--- src/rtl/usb_tx_serializer.sv ---
// usb_tx_serializer: USB2 transmit bit engine (SYNC, LSB-first shift, bit stuffing, NRZI, EOP).
// Define USB_TX_CRC16_EN to append CRC-16/USB over the bytes following the PID.
module usb_tx_serializer #(
    parameter int SYNC_BITS    = 8,
    parameter int EOP_SE0_BITS = 2,
    parameter int STUFF_LIMIT  = 6
) (
    input  logic       clock,
    input  logic       reset,
    input  logic       bit_en,
    input  logic       tx_valid,
    input  logic [7:0] tx_data,
    input  logic       tx_last,
    output logic       tx_ready,
    output logic       dout,
    output logic       se0,
    output logic       oe,
    output logic       tx_underrun
);
    localparam int CMAX = SYNC_BITS > EOP_SE0_BITS ? (SYNC_BITS > 8 ? SYNC_BITS : 8)
                                                   : (EOP_SE0_BITS > 8 ? EOP_SE0_BITS : 8);
    localparam int CW = $clog2(CMAX) + 1;
    localparam int OW = $clog2(STUFF_LIMIT + 1);

    typedef enum logic [2:0] {IDLE, SYNC, DATA, STUFF, EOP_SE0, EOP_J} state_t;

    state_t        state, state_n;
    logic [CW-1:0] cnt, cnt_n;
    logic [OW-1:0] ones, ones_n;
    logic [7:0]    sh, sh_n, hold, hold_n;
    logic          hold_full, hold_full_n, hold_last, hold_last_n;
    logic          cur_last, cur_last_n, last_acc, last_acc_n, pend, pend_n;
    logic          dout_n, se0_n, oe_n, und_n;
    logic          accept, emit, b, bnd;
`ifdef USB_TX_CRC16_EN
    logic [15:0]   crc, crc_n;
    logic [1:0]    crc_ph, crc_ph_n;
    logic          is_pid, is_pid_n;
`endif

    assign tx_ready = !hold_full && !last_acc && (state == IDLE || state == SYNC || state == DATA);
    assign accept   = tx_valid && tx_ready;

    always_comb begin
        state_n     = state;
        cnt_n       = cnt;
        ones_n      = ones;
        sh_n        = sh;
        hold_n      = hold;
        hold_full_n = hold_full;
        hold_last_n = hold_last;
        cur_last_n  = cur_last;
        last_acc_n  = last_acc;
        pend_n      = pend;
        dout_n      = dout;
        se0_n       = se0;
        oe_n        = oe;
        und_n       = 1'b0;
        emit        = 1'b0;
        b           = 1'b0;
        bnd         = 1'b0;
`ifdef USB_TX_CRC16_EN
        crc_n       = crc;
        crc_ph_n    = crc_ph;
        is_pid_n    = is_pid;
`endif
        if (accept) begin
            hold_n      = tx_data;
            hold_full_n = 1'b1;
            hold_last_n = tx_last;
            last_acc_n  = last_acc | tx_last;
        end
        if (state == IDLE) begin
            cnt_n      = '0;
            ones_n     = '0;
            cur_last_n = 1'b0;
            pend_n     = 1'b0;
`ifdef USB_TX_CRC16_EN
            crc_n      = 16'hFFFF;
            crc_ph_n   = 2'd0;
`endif
            if (accept)
                state_n = SYNC;
        end else if (bit_en) begin
            case (state)
                SYNC: begin
                    b      = cnt == CW'(SYNC_BITS - 1);
                    emit   = 1'b1;
                    ones_n = OW'(b);
                    cnt_n  = cnt + 1'b1;
                    bnd    = b;
                end
                DATA: begin
                    b      = sh[0];
                    emit   = 1'b1;
                    sh_n   = {1'b0, sh[7:1]};
                    cnt_n  = cnt + 1'b1;
                    ones_n = b ? ones + 1'b1 : '0;
                    pend_n = cnt == CW'(7);
`ifdef USB_TX_CRC16_EN
                    if (crc_ph == 2'd0 && !is_pid)
                        crc_n = {1'b0, crc[15:1]} ^ ((crc[0] ^ b) ? 16'hA001 : 16'h0000);
`endif
                    // a stuff bit owed at a byte end is sent before the boundary is taken
                    if (ones_n == OW'(STUFF_LIMIT))
                        state_n = STUFF;
                    else
                        bnd = pend_n;
                end
                STUFF: begin
                    emit   = 1'b1;
                    ones_n = '0;
                    if (pend)
                        bnd = 1'b1;
                    else
                        state_n = DATA;
                end
                EOP_SE0: begin
                    se0_n = 1'b1;
                    oe_n  = 1'b1;
                    cnt_n = cnt + 1'b1;
                    if (cnt == CW'(EOP_SE0_BITS - 1)) begin
                        state_n = EOP_J;
                        cnt_n   = '0;
                    end
                end
                EOP_J: begin
                    dout_n = 1'b1;
                    se0_n  = 1'b0;
                    oe_n   = cnt == '0;
                    cnt_n  = CW'(1);
                    if (cnt != '0) begin
                        state_n    = IDLE;
                        last_acc_n = 1'b0;
                    end
                end
                default: state_n = IDLE;
            endcase
            if (emit) begin
                dout_n = b ? dout : ~dout;
                se0_n  = 1'b0;
                oe_n   = 1'b1;
            end
            if (bnd) begin
                cnt_n   = '0;
                state_n = DATA;
`ifdef USB_TX_CRC16_EN
                if (crc_ph == 2'd1) begin
                    sh_n     = ~crc_n[15:8];
                    crc_ph_n = 2'd2;
                end else if (crc_ph == 2'd2)
                    state_n = EOP_SE0;
                else if (cur_last && !is_pid) begin
                    sh_n     = ~crc_n[7:0];
                    crc_ph_n = 2'd1;
                end else
`endif
                if (cur_last)
                    state_n = EOP_SE0;
                else if (hold_full) begin
                    sh_n        = hold;
                    hold_full_n = 1'b0;
                    cur_last_n  = hold_last;
`ifdef USB_TX_CRC16_EN
                    is_pid_n    = state == SYNC;
`endif
                end else begin
                    und_n   = 1'b1;
                    state_n = EOP_SE0;
                end
            end
        end
    end

    always_ff @(posedge clock) begin
        if (reset) begin
            state       <= IDLE;
            cnt         <= '0;
            ones        <= '0;
            sh          <= '0;
            hold        <= '0;
            hold_full   <= 1'b0;
            hold_last   <= 1'b0;
            cur_last    <= 1'b0;
            last_acc    <= 1'b0;
            pend        <= 1'b0;
            dout        <= 1'b1;
            se0         <= 1'b0;
            oe          <= 1'b0;
            tx_underrun <= 1'b0;
`ifdef USB_TX_CRC16_EN
            crc         <= 16'hFFFF;
            crc_ph      <= 2'd0;
            is_pid      <= 1'b0;
`endif
        end else begin
            state       <= state_n;
            cnt         <= cnt_n;
            ones        <= ones_n;
            sh          <= sh_n;
            hold        <= hold_n;
            hold_full   <= hold_full_n;
            hold_last   <= hold_last_n;
            cur_last    <= cur_last_n;
            last_acc    <= last_acc_n;
            pend        <= pend_n;
            dout        <= dout_n;
            se0         <= se0_n;
            oe          <= oe_n;
            tx_underrun <= und_n;
`ifdef USB_TX_CRC16_EN
            crc         <= crc_n;
            crc_ph      <= crc_ph_n;
            is_pid      <= is_pid_n;
`endif
        end
    end
endmodule

--- config.mk ---
export PLATFORM = sky130hd
export DESIGN_NAME = usb_tx_serializer
export DESIGN_NICKNAME = d
export VERILOG_FILES = /design/src/rtl/usb_tx_serializer.sv
export SDC_FILE = /design/constraint.sdc
export NUM_CORES = 1
export LEC_CHECK = 0
export ABC_AREA = 1
export CAP_MARGIN = 10
export CELL_PAD_IN_SITES_DETAIL_PLACEMENT = 1
export CELL_PAD_IN_SITES_GLOBAL_PLACEMENT = 1
export CORE_MARGIN = 2
export CORE_UTILIZATION = 44
export CTS_CLUSTER_SIZE = 10
export DETAILED_ROUTE_END_ITERATION = 16
export PLACE_DENSITY_LB_ADDON = 0.1
export SYNTH_ARGS = -nofsm -noshare
export SYNTH_HDL_FRONTEND = slang
export SYNTH_SLANG_ARGS = --single-unit
export TNS_END_PERCENT = 30
--- constraint.sdc ---
create_clock -name clock -period 4.1 [get_ports clock]
set_input_delay 0.82 -clock clock [delete_from_list [all_inputs] [get_ports clock]]
set_output_delay 0.82 -clock clock [all_outputs]
set_load 0.03 [all_outputs]
==> Word-level counts from Yosys, hierarchy flattened <==
Index checks and enable logic that the tools add are counted.
{ "classes": {"addsub": 2, "eq_ne": 15, "mux": 52, "bitwise": 5, "reduce_logical": 27} }
{ "op_table": {"columns": ["cell", "n"], "rows": [
  ["$mux 3", 11],
  ["$mux 8", 4],
  ["$mux 1", 28],
  ["$pmux 3 s5", 1],
  ["$ne 4x4->1 const B", 3],
  ["$pmux 4 s3", 1],
  ["$reduce_and 2->1", 5],
  ["$eq 3x3->1 const B", 3],
  ["$pmux 3 s3", 1],
  ["$mux 4", 2],
  ["$reduce_bool 4->1", 2],
  ["$reduce_and 7->1", 1],
  ["$eq 3x2->1 const B", 2],
  ["$pmux 1 s2", 3],
  ["$reduce_bool 3->1", 2],
  ["$reduce_or 5->1", 1],
  ["$add 4x1->4 const B", 1],
  ["$eq 4x1->1 const B", 1],
  ["$eq 4x3->1 const B", 1],
  ["$logic_not 4->1", 1],
  ["$ne 2x2->1 const B", 2],
  ["$ne 4x1->1 const B", 1],
  ["$not 1->1", 4],
  ["$reduce_and 4->1", 1],
  ["13 further kinds", 19]
]} }
{ "totals": {"reg_bits": 35, "input_bits": 13, "output_inout_bits": 5, "word_cells": 115} }

==> Depth between registers and ports, before layout <==
Gate-level depths: netlist of the first run.
{ "logic_depth": {"depth_word": 11, "mapped_depth": 12, "depth_no_buf": 12} }

==> Least setup slack after synthesis of the first run <==
OpenSTA, ideal clock, no wires.
{ "synth_path": {"kind": "in2reg", "startpoint": "input port bit_en", "endpoint": "register dout", "setup_ns": 0.123, "arrival_ns": 1.623, "t_required_ns": 3.977, "slack_ns": 2.354, "path_stages": 7, "n_path_buf": 2, "cell_sequence": "buf_2 nand2_2 buf_2 nor2_2 o2111ai_1 a21oi_1 o21ai_1"} }
{ "synth_via": {"elab_chain_len": 1} }
{ "synth_lines": {"columns": ["element", "line_no", "text"], "rows": [
  ["start, declared", "10", "input logic bit_en,"],
  ["$reduce_and 4->1 (no line)", null, null],
  ["end signal, assigned", "207", "dout <= dout_n;"],
  ["end, declared", "15", "output logic dout,"]
]} }
Every way passes these cells.
A chain may end at the register's enable or synchronous reset.

==> Worst setup path after layout of the first run <==
{ "layout_path": {"startpoint": "register state[2]", "endpoint": "output port tx_ready"} }
{ "layout_via": {"elab_chain_len": 4, "word_cells_on_any_way": 6, "classes_between": "2 x eq/ne; 4 x reduce/logical"} }
{ "layout_lines": {"columns": ["element", "line_no", "text"], "rows": [
  ["start, declared", "27", "state_t state, state_n;"],
  ["start signal, assigned", "197", "state <= state_n;"],
  ["$eq 3x1->1 or $logic_not 3->1 (tied branches)", "41", "assign tx_ready = !hold_full && !last_acc && (state == IDLE || state == SYNC || state == DATA);"],
  ["$logic_or 1x1->1", "41", null],
  ["$logic_or 1x1->1 *", "41", null],
  ["$logic_and 1x1->1 *", "41", null],
  ["end, declared", "14", "output logic tx_ready,"]
]} }
Mark *: on every way between the ends. The rest lies on a longest branch, timed or not.

==> metrics.md, run 1 <==
| Metric | Value |
|---|---|
| RSZ-0062 raised after global routing | false |
| Clock skew | 10.12 ps |
| Mapped Nets | 307 |
| Max-Slew Margin vs Limit | 0.4847 |
| WL final | 5188 um |
| Synth warnings | 0 |
| Setup CP Type | register to output port |
| H-tree Lvls | 2 |
| Synth Area in XOR/XNOR | 0.008940 |
| Sequential-to-total area share from yosys stat | 0.3576 |
| Largest family of logic cells by synthesized area | simple AND/OR/NAND/NOR gates |
| # placed instances | 347 |
| Maxcap violations | 0 |
| Post-synth EDFFs | 0 |
| Post-CTS Hold Buffers | 0 |
| Number of inserted diodes | 0 |
| Distinct cells, synth | 32 |
| Non-Filler Instances | 355 |
| Tightest Hold Check Type | register to register |
| GRT Util Overall | 0.2297 |
| Largest fanout on the critical path | 6 |
| Reg2Reg Depth | 7 |
| Die Span Y | 70.73 um |
| Worst r2r src | state[2]$_SDFFE_PP0P_ |
| Clock-pin slew on the worst setup and hold paths | 80 ps |
| Mapped Avg Cell Area | 6.756 sq um |
| Final Slew Violations | 0 |
| CTS Buffer Depth | 2 |
| Share of cells above drive strength 1 | 0.1056 |
| Peak VDD IR | 0.3508 mV |
| Synth Cell Area | 1959 sq um |
| TritonCTS clock tree | built |
| Postcts setup bufs | 0 |
| Count leader, synth | nand2_1 |
| Post-CTS sizing | 0 |
| Primary FF master, synth | dfxtp_1 |
| Reg2reg end | state[2]$_SDFFE_PP0P_ |
| Status | completed |
| Starting density of the core | 0.4531 |
| Final min period | 2622 ps |
| Fin crit share | 0.6395 |
| Multiplexer area fraction after synthesis | 0 |
| Ports | 18 |
| Vias post-DR | 1880 |
| Setup TNS | 0 ps |
| Post-synth top cells | 50 x nand2_1, 39 x inv_1, 35 x dfxtp_1 |
| First-pass GRT wire length | 9142 um |
| Worst R2R Setup Slack | 2030 ps |
| Endpoint class of the critical path | output port |
| Synth top area share | 0.3576 |
| Area Growth Syn to Fin | 14.37% |
| TritonRoute pass-1 iters | 4 |
| DRC Markers | 0 |
| Leak pwr | 0.9209 nW |
| Row count | 24 |
| Least-Margin Pin Slew | 770.0 ps |
| Total grt overflow | 0 |
| Drt initial violations | 106 |
| Die area | 5003 sq um |
| Clock root cell | clkbuf_8 |
| Net count, final | 319 |
| Number of fillers in the final layout | 568 |
| Cts bufs inserted | 5 |
| CP Capture Point | tx_ready |
| Yosys reg bits | 35 |
| Synth Area in Compound Gates | 0.1679 |
| Drt wl/cell | 14.61 um |
| Final ANT Viol Nets | 0 |
| Critical path origin | state[2]$_SDFFE_PP0P_ |
| Clock Latency Late Sink | 290 ps |
| CP startpoint kind | register |
| Via density | 5.296 |
| Total chip power | 1.243 mW |
| Synth Area in Adders | 0.02554 |
| Final setup vio count | 0 |
| Vias in the first global route | 1908 |
| Largest net degree at the start of global routing | 21 |
| Core Area | 4324 sq um |
| Final Hold Viols | 0 |
| Dpl hpwl | 3779 um |
| Die width | 70.73 um |
| Async SR Flop Fraction | 0 |
| Synth Area in Simple Gates | 0.3193 |
| Synth area leaders | dfxtp_1 36%, nand2_1 9.6%, a21oi_1 7.7% |
| Cell type with the largest total area after synthesis | dfxtp_1 |
| Initial antenna violation count | 0 |
| GP Congestion | 0.8449 |
| Syn Inst Count | 290 |
| Fmax | 381.4 MHz |
| CP required | 3280 ps |
| PwrDens | 554.8 nW/um^2 |
| Clock sink count | 35 |
| Port Buffers | 17 |
| Critical path arrival | 1800 ps |
[cell type report]
type / count / area (sq um) / area share
clock inverters: 2 / 35.03 / 0.01563
clock buffers: 6 / 82.58 / 0.03685
repair buffers: 17 / 170.2 / 0.07594
well taps: 52 / 65.06 / 0.02903
flip-flops and latches: 35 / 700.7 / 0.3127
inverters: 44 / 165.2 / 0.07370
multi-input cells: 199 / 1022 / 0.4562
[flip-flops by register name, indices dropped and copies added (netlist names)]
register and cells:
ones 3, state 3, hold_last 1, cnt 4, tx_underrun 1, se0 1
dout 1, pend 1, hold_full 1, last_acc 1, sh 8, hold 8
cur_last 1, oe 1
[logic make-up after synthesis]
logic type,Yosys count
AO/OA/AOI/OAI,63
flip-flops,35
adder cells (fa/ha/maj),4
AND/OR/NAND/NOR,130
buffers and inverters,56
XOR/XNOR,2
[stage by stage]
| stage | hold slack (ps) | setup slack (ps) | instance area, sq um | utilization |
|---|---|---|---|---|
| after floorplan | 429.6 | 2354 | 1959 | - |
| after global placement | 444.0 | 1508 | 2123 | 0.4910 |
| after detailed placement | 453.1 | 1476 | 2123 | 0.4910 |
| after CTS | 465.2 | 1471 | 2241 | 0.5182 |
| after global routing | 486.3 | 1368 | 2241 | 0.5182 |
| final | 458.4 | 1478 | 2241 | 0.5182 |
[critical path, cell delays in order (launching register included)]
cell and delay (ps):
dfxtp_1 390, nor3_1 290, and2_1 170, clkdlybuf4s50_1 660
[cell usage in the layout (no fill, tap or decap), drive strengths merged]
master	synthesis	final
o2111ai	1	1
inv	44	44
o21ai	28	28
a311oi	1	1
o211ai	1	1
clkdlybuf4s50	0	17
nand3b	1	1
a211oi	1	1
nand3	28	28
nand2	59	59
a21oi	30	30
nor4	1	1
a31oi	1	1
nor2	32	32
nor3	4	4
nor3b	1	1
nand4	3	3
dfxtp	35	35
bufinv	0	1
clkbuf	4	6
xor2	2	2
ha	4	4
and2	1	1
clkinv	0	1
[power breakdown]
| part | internal [mW] | total (mW) | switching, mW | leakage (nW) |
|---|---|---|---|---|
| Combinational | 0.145 | 0.480 | 0.335 | 0.574 |
| Clock | 0.197 | 0.327 | 0.130 | 0.0612 |
| Sequential | 0.388 | 0.436 | 0.0483 | 0.285 |
[per-layer routing]
metal | share of wire | vias to the layer above | track usage
met1 | 0.51 | 879 | 0.3410
li1 | - | 961 | -
met3 | 0.038 | 8 | 0.04701
met4 | 0.014 | 0 | 0.06289
met5 | 0 | - | 0
met2 | 0.44 | 32 | 0.3385
[how the worst min path moves through the flow]
stage	startpoint	to	slack (ps)	cells past startpoint
after floorplan	hold[0]$_SDFFE_PP0P_	hold[0]$_SDFFE_PP0P_	430	2
after global placement	hold[1]$_SDFFE_PP0P_	hold[1]$_SDFFE_PP0P_	440	2
after detailed placement	hold[1]$_SDFFE_PP0P_	hold[1]$_SDFFE_PP0P_	450	2
after CTS	hold[1]$_SDFFE_PP0P_	hold[1]$_SDFFE_PP0P_	470	2
after global routing	hold[0]$_SDFFE_PP0P_	hold[0]$_SDFFE_PP0P_	490	2
final	hold[1]$_SDFFE_PP0P_	hold[1]$_SDFFE_PP0P_	460	2
No activity file was read; power rests on OpenSTA's default activity.
==> run 2: changes to the inputs <==
- CORE_UTILIZATION: 44 -> 37
- clock period: 4.1 -> 2.36 ns (I/O delays scaled with it)
==> metrics.md, run 2 (synthesis gave the netlist of run 1 again) <==
| Metric | Value |
|---|---|
| # placed instances | 372 (+7.2%) |
| Clock root cell | clkbuf_8 |
| Area Growth Syn to Fin | 16.67% |
| TritonCTS clock tree | built |
| Endpoint class of the critical path | output port |
| Core Area | 5107 sq um (+18%) |
| Initial antenna violation count | 0 (unchanged) |
| Largest net degree at the start of global routing | 20 (-4.8%) |
| WL final | 5256 um (+1.3%) |
| Largest fanout on the critical path | 6 (unchanged) |
| Top flop regs | hold: 8 flops, sh: 8 flops, cnt: 4 flops |
| Commonest cells after routing, fill and taps aside | 50 x nand2_1, 39 x inv_1, 35 x dfxtp_1 |
| Post-CTS Hold Buffers | 0 (unchanged) |
| Port Buffers | 17 (unchanged) |
| Clock Latency Late Sink | 290 ps (about the same) |
| Setup CP Type | register to output port |
| Final Slew Violations | 0 (unchanged) |
| Pre-CTS setup slack | 480.3 ps (-995.9 ps) |
| Row count | 26 (+8.3%) |
| Clock-pin slew on the worst setup and hold paths | 70 ps (about the same) |
| Setup WS post-layout | 160.1 ps (-1318 ps) |
| Clock skew | 7.286 ps (-2.836 ps) |
| Share of cells above drive strength 1 | 0.1230 (+0.01737) |
| GRT Util Overall | 0.1964 (-0.03325) |
| Final setup vio count | 0 (unchanged) |
| Number of fillers in the final layout | 701 (+23%) |
| Status | completed |
| PwrDens | 915.5 nW/um^2 (+65%) |
| Net count, final | 326 (+2.2%) |
| Fmax | 454.6 MHz |
| Via density | 4.939 (-6.7%) |
| Cts bufs inserted | 5 (unchanged) |
| Leak pwr | 0.9408 nW (+2.2%) |
| Final min period | 2200 ps |
| Clock sink count | 35 (unchanged) |
| Tightest Hold Check Type | register to register |
| Crit path max-delay cell type | clkdlybuf4s50_1 |
| CTS Buffer Depth | 2 (unchanged) |
| Drt initial violations | 66 (-38%) |
| Ports | 18 (unchanged) |
| Number of inserted diodes | 0 (unchanged) |
| Dpl hpwl | 4007 um (+6.1%) |
| First-pass GRT wire length | 9246 um (+1.1%) |
| Max-Slew Margin vs Limit | 0.7816 (+0.2969) |
| Final ANT Viol Nets | 0 (unchanged) |
| H-tree Lvls | 2 (unchanged) |
| RSZ-0062 raised after global routing | false |
| Maxcap violations | 0 (unchanged) |
| TritonRoute pass-1 iters | 4 (unchanged) |
| Non-Filler Instances | 379 (+6.8%) |
| Crit-path cells | nor3_1 -> and2_1 -> clkdlybuf4s50_1 |
| Worst Path Buf+Inv | 1 (unchanged) |
| Slowest stage delay, CP | 670 ps (about the same) |
| Least-Margin Pin Slew | 324.2 ps (-445.9 ps) |
| Vias post-DR | 1872 (-0.43%) |
| DRC Markers | 0 (unchanged) |
| Final Hold Viols | 0 (unchanged) |
| Vias in the first global route | 1939 (+1.6%) |
| Delay-heaviest family, CP | buffers and inverters |
| Drt wl/cell | 13.87 um (-5.1%) |
| Critical path arrival | 1730 ps (-70 ps) |
| Commonest non-fill, non-tap cell in the layout | nand2_1 |
| Setup TNS | 0 ps (unchanged) |
| CP startpoint kind | register |
| GP Congestion | 0.7789 (-7.8%) |
| CP required | 1890 ps (-1390 ps) |
| Postcts setup bufs | 0 (unchanged) |
| Starting density of the core | 0.3836 (-0.06949) |
| Total grt overflow | 0 (unchanged) |
| Fin crit share | 0.9321 |
| Die width | 76.77 um (+8.5%) |
| Post-CTS sizing | 0 (unchanged) |
| Peak VDD IR | 0.6414 mV (+83%) |
| Die Span Y | 76.77 um (+8.5%) |
| Die area | 5894 sq um (+18%) |
==> run 2: cell types whose count changed in the layout (fill, tap and decap cells not counted) <==
cell       delta
buf_4         +7
bufinv_16     -1
==> run 2: worst reg2reg max path, delay by kind of cell, from the launching register on <==
family / cells / cell delay [ps]
AO/OA/AOI/OAI: 1 / 110
adder cells (fa/ha/maj): 1 / 300
flip-flops: 1 / 340
AND/OR/NAND/NOR: 8 / 890
==> run 2: report_power, final <==
| group | total [mW] | internal, mW | switching, mW |
|---|---|---|---|
| clock | 0.450 | 0.229 | 0.221 |
| sequential | 0.755 | 0.674 | 0.0811 |
| combinational | 0.887 | 0.289 | 0.598 |
| total | 2.09 | 1.19 | 0.900 |
==> run 2: final timing paths <==
| check | startpoint | to | slack, ps | cells past startpoint |
|---|---|---|---|---|
| max | state[2]$_SDFFE_PP0P_ | tx_ready | 160 | 3 |
| max reg2reg | ones[0]$_SDFFE_PP0P_ | state[1]$_SDFFE_PP0P_ | 610 | 10 |
| min reg2reg | hold[7]$_SDFFE_PP0P_ | hold[7]$_SDFFE_PP0P_ | 460 | 2 |
| min | hold[7]$_SDFFE_PP0P_ | hold[7]$_SDFFE_PP0P_ | 460 | 2 |
==> run 2: metal layers <==
layer	up-vias	global-route usage	routed length, um
met1	860	0.2702	2608
met5	-	0	0
met4	0	0.06727	53
li1	972	-	-
met2	35	0.3061	2370
met3	5	0.03882	224
==> run 2: stage by stage <==
step	util	power, mW	hold slack, ps	instance area [sq um]
4_1_cts	0.4476	2.117	463.2	2286
5_1_grt	0.4476	2.256	492.2	2286
2_1_floorplan	-	1.387	429.6	1959
3_5_place_dp	0.4304	1.655	452.8	2198
6_report	0.4476	2.093	462.2	2286
3_3_place_gp	0.4304	1.636	441.0	2198
==> run 2: final cells by class <==
type                            instances  area, sq um  area share
Sequential cell                        35        700.7      0.3065
Timing Repair Buffer                   24        222.7     0.09743
Clock buffer                            6        82.58     0.03612
Multi-Input combinational cell        199         1022      0.4472
Inverter                               44        165.2     0.07225
Tap cell                               70        87.58     0.03831
Clock inverter                          1        5.005    0.002189
==> run 3: changes to the inputs <==
- CAP_MARGIN: 10 -> unset
- SETUP_SLACK_MARGIN: unset -> 0.05
- SLEW_MARGIN: unset -> 20
==> results of run 3 <==
No change in the layout: final DEF, timing and power equal those of run 2.
